<file path="src/rtl/fxp_matvec_mul.sv">
// Fixed-point N x N matrix times N-vector, one MAC per cycle, each result normalised to its own Q format.
// Latency: start -> row 0 out_valid after N+2 cycles; each further row N+2 cycles after the previous accept.
// Backpressure: a result is held stable on out_valid until out_ready; nothing is computed while it waits.
//
// Ports:
//   src_clk, rst (async, active-high)      clock and reset
//   we, addr, data_wr                       operand write port (IDLE only); matrix row-major at 0..N*N-1, vector at N*N..
//   start / busy / done                     job control: start pulse, busy until done, one-cycle done pulse
//   out_valid, out_ready, out_data, out_idx result stream with row index
//   QI, QF, ovf                             Q format of out_data (integer bits excl. sign, fraction bits), saturation flag
// Optional macro FXP_ROUND_EN: round-half-up during normalisation instead of truncation.
module fxp_matvec_mul #(
  parameter int WORD_SIZE = 16,
  parameter int N         = 8,
  parameter int FRAC_IN   = 8,
  parameter int ADDR_W    = 7,
  parameter int Q_W       = 5
) (
  input  logic                   src_clk,
  input  logic                   rst,
  input  logic                   we,
  input  logic [ADDR_W-1:0]      addr,
  input  logic [WORD_SIZE-1:0]   data_wr,
  input  logic                   start,
  output logic                   busy,
  output logic                   out_valid,
  input  logic                   out_ready,
  output logic [WORD_SIZE-1:0]   out_data,
  output logic [$clog2(N)-1:0]   out_idx,
  output logic [Q_W-1:0]         QI,
  output logic [Q_W-1:0]         QF,
  output logic                   ovf,
  output logic                   done
);

  localparam int IDX_W  = $clog2(N);
  localparam int DEPTH  = N * N + N;
  localparam int MEM_AW = $clog2(DEPTH);
  localparam int ACC_W  = 2 * WORD_SIZE + $clog2(N);
  // One extra bit so the rounding increment can never wrap.
  localparam int EXT_W  = ACC_W + 1;
  localparam int S_MIN  = (2 * FRAC_IN - WORD_SIZE + 1 > 0) ? (2 * FRAC_IN - WORD_SIZE + 1) : 0;
  // At this shift the accumulator always fits in WORD_SIZE bits.
  localparam int S_MAX  = ACC_W - WORD_SIZE;

  localparam logic signed [EXT_W-1:0] MAX_W = {{(EXT_W-WORD_SIZE+1){1'b0}}, {(WORD_SIZE-1){1'b1}}};
  localparam logic signed [EXT_W-1:0] MIN_W = {{(EXT_W-WORD_SIZE+1){1'b1}}, {(WORD_SIZE-1){1'b0}}};

  typedef enum logic [2:0] {S_IDLE, S_MAC, S_NORM, S_OUT, S_DONE} state_t;

  state_t                       state;
  logic [IDX_W-1:0]             row_cnt;
  logic [IDX_W-1:0]             col_cnt;
  logic signed [ACC_W-1:0]      acc;
  logic signed [WORD_SIZE-1:0]  mem [0:DEPTH-1];

  // Operand memory: no reset, writes only while idle and in range.
  always_ff @(posedge src_clk) begin
    if (we && state == S_IDLE && int'(addr) < DEPTH)
      mem[MEM_AW'(addr)] <= data_wr;
  end

  logic signed [WORD_SIZE-1:0]   a_op, v_op;
  logic signed [2*WORD_SIZE-1:0] prod;
  logic signed [ACC_W-1:0]       prod_ext;

  assign a_op     = mem[MEM_AW'(int'(row_cnt) * N + int'(col_cnt))];
  assign v_op     = mem[MEM_AW'(N * N + int'(col_cnt))];
  assign prod     = a_op * v_op;
  assign prod_ext = {{(ACC_W-2*WORD_SIZE){prod[2*WORD_SIZE-1]}}, prod};

  function automatic logic fits(input logic signed [EXT_W-1:0] v, input int sh);
    logic signed [EXT_W-1:0] t;
    t = v >>> sh;
    return (t <= MAX_W) && (t >= MIN_W);
  endfunction

  // Normalisation: smallest shift from S_MIN that brings acc into range.
  logic signed [EXT_W-1:0]   acc_ext, rnd;
  int                        shift;
  logic                      found;
  logic [WORD_SIZE-1:0]      norm_data;
  logic [Q_W-1:0]            norm_qf;
  logic                      norm_ovf;

  assign acc_ext = {acc[ACC_W-1], acc};

  always_comb begin
    shift = S_MAX;
    found = 1'b0;
    for (int k = S_MIN; k <= S_MAX; k++) begin
      if (!found && fits(acc_ext, k)) begin
        shift = k;
        found = 1'b1;
      end
    end
    rnd = acc_ext;
`ifdef FXP_ROUND_EN
    if (shift > 0) begin
      rnd = acc_ext + (EXT_W'(1) <<< (shift - 1));
      // Rounding carried past the top: renormalise one step further.
      if (!fits(rnd, shift)) begin
        shift = shift + 1;
        rnd   = acc_ext + (EXT_W'(1) <<< (shift - 1));
      end
    end
`endif
    if (shift <= 2 * FRAC_IN) begin
      norm_data = WORD_SIZE'(rnd >>> shift);
      norm_qf   = Q_W'(2 * FRAC_IN - shift);
      norm_ovf  = 1'b0;
    end else begin
      norm_data = acc[ACC_W-1] ? {1'b1, {(WORD_SIZE-1){1'b0}}} : {1'b0, {(WORD_SIZE-1){1'b1}}};
      norm_qf   = '0;
      norm_ovf  = 1'b1;
    end
  end

  always_ff @(posedge src_clk or posedge rst) begin
    if (rst) begin
      state     <= S_IDLE;
      row_cnt   <= '0;
      col_cnt   <= '0;
      acc       <= '0;
      busy      <= 1'b0;
      out_valid <= 1'b0;
      done      <= 1'b0;
      ovf       <= 1'b0;
      out_data  <= '0;
      out_idx   <= '0;
      QI        <= '0;
      QF        <= '0;
    end else begin
      done <= 1'b0;
      case (state)
        S_IDLE: begin
          if (start) begin
            state   <= S_MAC;
            busy    <= 1'b1;
            row_cnt <= '0;
            col_cnt <= '0;
            acc     <= '0;
          end
        end
        S_MAC: begin
          acc <= acc + prod_ext;
          if (col_cnt == IDX_W'(N - 1)) begin
            col_cnt <= '0;
            state   <= S_NORM;
          end else begin
            col_cnt <= col_cnt + 1'b1;
          end
        end
        S_NORM: begin
          out_data  <= norm_data;
          out_idx   <= row_cnt;
          QF        <= norm_qf;
          QI        <= Q_W'(WORD_SIZE - 1) - norm_qf;
          ovf       <= norm_ovf;
          out_valid <= 1'b1;
          state     <= S_OUT;
        end
        S_OUT: begin
          if (out_ready) begin
            out_valid <= 1'b0;
            if (row_cnt == IDX_W'(N - 1)) begin
              state <= S_DONE;
              done  <= 1'b1;
              busy  <= 1'b0;
            end else begin
              row_cnt <= row_cnt + 1'b1;
              acc     <= '0;
              state   <= S_MAC;
            end
          end
        end
        S_DONE:  state <= S_IDLE;
        default: state <= S_IDLE;
      endcase
    end
  end

endmodule

</file>
<file path="config.mk">
export PLATFORM = sky130hd
export DESIGN_NAME = fxp_matvec_mul
export DESIGN_NICKNAME = d
export VERILOG_FILES = /design/src/rtl/fxp_matvec_mul.sv
export SDC_FILE = /design/constraint.sdc
export NUM_CORES = 2
export LEC_CHECK = 0
export CAP_MARGIN = 20
export CORE_ASPECT_RATIO = 0.6
export CORE_MARGIN = 3
export CORE_UTILIZATION = 55
export DETAILED_ROUTE_END_ITERATION = 6
export PLACE_DENSITY = 0.67
export SLEW_MARGIN = 15
export SYNTH_ARGS = -nofsm -noshare
export SYNTH_HDL_FRONTEND = slang
export SYNTH_SLANG_ARGS = --single-unit
</file>
<file path="constraint.sdc">
create_clock -name src_clk -period 11.1 [get_ports src_clk]
set_input_delay 1.11 -clock src_clk [delete_from_list [all_inputs] [get_ports src_clk]]
set_output_delay 1.11 -clock src_clk [all_outputs]
set_load 0.05 [all_outputs]
</file>
==> flow_metrics.tcl <==
set metrics [dict create \
    drt_first_pass_iters 6 \
    routabilityCongestion 0.977 \
    layout.area.seq_mm2 0.0365 \
    grt_start_max_net_pins 77 \
    yosys_warnings 0 \
    seq_area_frac_synth_pct 60.9 \
    crit_path_frequent_cell "sky130_fd_sc_hd__fa_1" \
    reg2reg_from "col_cnt[0]$_DFFE_PP0P_" \
    synth_fp_nets 3952 \
    clock_latency_ns 0.72 \
    cts_root_buf "sky130_fd_sc_hd__clkbuf_16" \
    remaining_drc_errors 0 \
    final.setup.worst_slack_ns 1.01 \
    ioPinCount 61 \
    final.min_clock_period_ns 10.09 \
    slew-limit-headroom_pct 17.5 \
    place.port_buffers 60 \
    start_util_pct 55.7 \
    cp_data_required_time_ns 11.68 \
    setup.worst_path.end_class "flip-flop" \
    wire_per_inst_um 29.2 \
    synth_flop_cell "sky130_fd_sc_hd__edfxtp_1" \
    dr_total_vias 32500 \
    worstReg2RegEnd "acc[31]$_DFFE_PP0P_" \
    cts.clk_slew.worst_paths_ns 0.07 \
    fin_crit_sh_pct 90.9 \
    cpPeakStageDelay_ns 0.79 \
    setup.worst_path.start "col_cnt[0]$_DFFE_PP0P_" \
    detail-route-antenna-nets 0 \
    grt_pass1_wl_um 224000 \
    finalClockSkew_ns 0.0389 \
    antenna_found_initial 2 \
    post-place-ws_ns 1.05 \
    finalWirelength_um 151000 \
    htreeDepth 3 \
    synthesized_area_per_cell_um2 17.1 \
    cts.repair_timing.setup_buffer_count 0 \
    critical-path-slowest-cell "sky130_fd_sc_hd__dfrtp_4" \
    tritoncts_clock_tree "yes" \
    yosys.cell_types.count 64 \
    max_cap_viol_count 0 \
    hold_violations 0 \
    flip_flop_and_latch_count_after_synthesis 1228 \
    r2r.worst_path.cells 28 \
    tightest_slew_ns 1.24 \
    cts-resized-gates 0 \
    cts-buffers-inserted 108 \
    async_reset_ff_share_pct 6.19 \
    report.final.slew_viol_count 0 \
    status "complete, no violations" \
    commonest_non_fill_non_tap_cell_in_the_layout "sky130_fd_sc_hd__edfxtp_1" \
    synthCells 3505 \
    floorplan.rows 93 \
    grt.total_usage_pct 27.6 \
    finalSetupViolCount 0 \
    cts_sinks 1228 \
    timing.hold.worst.class "reg -> reg" \
    die_width_um 432 \
    first_global_vias 32900 \
    rrSetupSlack_ns 1.01 \
    detailedPlacementHpwl_um 101000 \
    final_nets 4119 \
    criticalPathCategory "reg -> reg" \
    grt-ovfl-total 0 \
    grt_setup_unrepaired "no" \
    fp.dieArea_mm2 0.113 \
    crit_path_end "acc[31]$_DFFE_PP0P_" \
    max-clock-path-buffers 3 \
    count_of_flip_flops_with_a_built_in_enable_after_synthesis 1152 \
    max_clock_freq_mhz 99.1 \
    areaGrowthSynthToFinish_pct 11.2 \
    floorplan.core_area_mm2 0.108 \
    drt_first_iter_violations 4332 \
    drive_above_1_share_pct 20.5 \
    die_h_um 262 \
    critical_path.max_fanout 45 \
    mappedNetlistArea_mm2 0.0599 \
    avgViaCountPerCell 6.27 \
    final.setup.tns_ns 0 \
    cts_hold_buf 0 \
    multi_input_logic_area_mm2 0.0215 \
    layout_common_cells "sky130_fd_sc_hd__edfxtp_1 (1152), sky130_fd_sc_hd__inv_1 (363), sky130_fd_sc_hd__mux4_2 (356)" \
    worst_setup_path_start_kind "flip-flop" \
    crit_arrival_ns 10.68 \
    total_of_fill_cells_in_the_finished_design 7592 \
]
-- per-layer routing --
layer	global-route usage [%]	up-vias	part of all wire, %
met5	0.673	-	0.077
met4	5.78	4	1.8
met3	9.92	179	13
met2	35.7	1751	40
met1	44.7	17200	44
li1	-	13400	-
-- cells by family after synthesis --
group                      after synthesis  share of synthesized area [%]
muxes                                  483                           15.6
buffers and inverters                  521                           3.34
DFF                                   1228                           60.9
adders and majority gates              419                           12.6
xor gates and xnor gates                34                          0.497
and+or+nand+nor                        596                           4.61
AOI/OAI and AO/OA                      224                           2.44
-- critical path, delay by kind of cell (launching register included) --
kind / cells / cell delay [ns]
adder cells (fa/ha/maj): 7 / 3.26
AO/OA/AOI/OAI: 9 / 2.78
multiplexers: 3 / 1.54
buffers and inverters: 5 / 0.90
flip-flops: 1 / 0.79
AND/OR/NAND/NOR: 3 / 0.43
XOR/XNOR: 1 / 0.15
-- state kept, by name, indices dropped and copies added (netlist names) --
name	flops
mem	1152
acc	35
out_data	16
QI	5
QF	4
col_cnt	3
out_idx	3
row_cnt	3
state	3
busy	1
done	1
out_valid	1
ovf	1
-- cell usage after synthesis, types with 8 or more instances --
| library cell | instances | share of area, % |
|---|---|---|
| sky130_fd_sc_hd__a21o_1 | 9 | 0.11 |
| sky130_fd_sc_hd__a21oi_1 | 51 | 0.43 |
| sky130_fd_sc_hd__a22o_1 | 12 | 0.18 |
| sky130_fd_sc_hd__a22oi_1 | 8 | 0.10 |
| sky130_fd_sc_hd__and2_1 | 32 | 0.33 |
| sky130_fd_sc_hd__buf_1 | 39 | 0.24 |
| sky130_fd_sc_hd__buf_2 | 16 | 0.13 |
| sky130_fd_sc_hd__clkbuf_1 | 97 | 0.61 |
| sky130_fd_sc_hd__dfrtp_1 | 76 | 3.2 |
| sky130_fd_sc_hd__edfxtp_1 | 1152 | 58 |
| sky130_fd_sc_hd__fa_1 | 310 | 10 |
| sky130_fd_sc_hd__ha_1 | 109 | 2.3 |
| sky130_fd_sc_hd__inv_1 | 364 | 2.3 |
| sky130_fd_sc_hd__mux2_2 | 32 | 0.60 |
| sky130_fd_sc_hd__mux2i_1 | 95 | 1.6 |
| sky130_fd_sc_hd__mux4_2 | 356 | 13 |
| sky130_fd_sc_hd__nand2_1 | 153 | 0.96 |
| sky130_fd_sc_hd__nand2b_1 | 66 | 0.69 |
| sky130_fd_sc_hd__nand3_1 | 20 | 0.17 |
| sky130_fd_sc_hd__nor2_1 | 230 | 1.4 |
| sky130_fd_sc_hd__nor2b_1 | 42 | 0.44 |
| sky130_fd_sc_hd__nor3_1 | 10 | 0.084 |
| sky130_fd_sc_hd__o21a_1 | 16 | 0.20 |
| sky130_fd_sc_hd__o21ai_0 | 56 | 0.47 |
| sky130_fd_sc_hd__o21ai_1 | 10 | 0.084 |
| sky130_fd_sc_hd__xnor2_1 | 17 | 0.25 |
| sky130_fd_sc_hd__xor2_1 | 17 | 0.25 |
-- final cells by class --
class	instances	share of cell area [%]
diodes	2	0.00751
inverters	364	2.05
clock inverters	71	1.01
clock buffers	129	4.26
flip-flops and latches	1228	54.8
well taps	1425	2.68
repair buffers	214	2.82
multi-input cells	1756	32.4
-- worst min path at each step --
stage                           start                endpoint  slack (ns)  cells after the start
3_5_place_dp        QF[0]$_DFFE_PP0P_       QF[0]$_DFFE_PP0P_        0.47                      2
6_report            QF[0]$_DFFE_PP0P_       QF[0]$_DFFE_PP0P_        0.48                      2
4_1_cts             QF[0]$_DFFE_PP0P_       QF[0]$_DFFE_PP0P_        0.48                      2
5_1_grt        out_idx[0]$_DFFE_PP0P_  out_idx[0]$_DFFE_PP0P_        0.52                      2
3_3_place_gp        QI[2]$_DFFE_PP0P_       QI[2]$_DFFE_PP0P_        0.46                      2
2_1_floorplan     acc[15]$_DFFE_PP0P_     acc[15]$_DFFE_PP0P_        0.49                      2
-- per-stage QoR --
stage | area, um2 | util (%) | hold WS (ns) | cells
4_1_cts | 66500 | 61.8 | 0.484 | 5184
3_5_place_dp | 63000 | 58.6 | 0.469 | 4984
6_report | 66600 | 61.9 | 0.476 | 5189
5_1_grt | 66600 | 61.9 | 0.516 | 5187
3_3_place_gp | 62900 | 58.5 | 0.459 | 4979
2_1_floorplan | 59900 | - | 0.492 | 3505
Power is not shown: default switching activity piles up to over one toggle a cycle in this logic, so the estimate is an artifact.
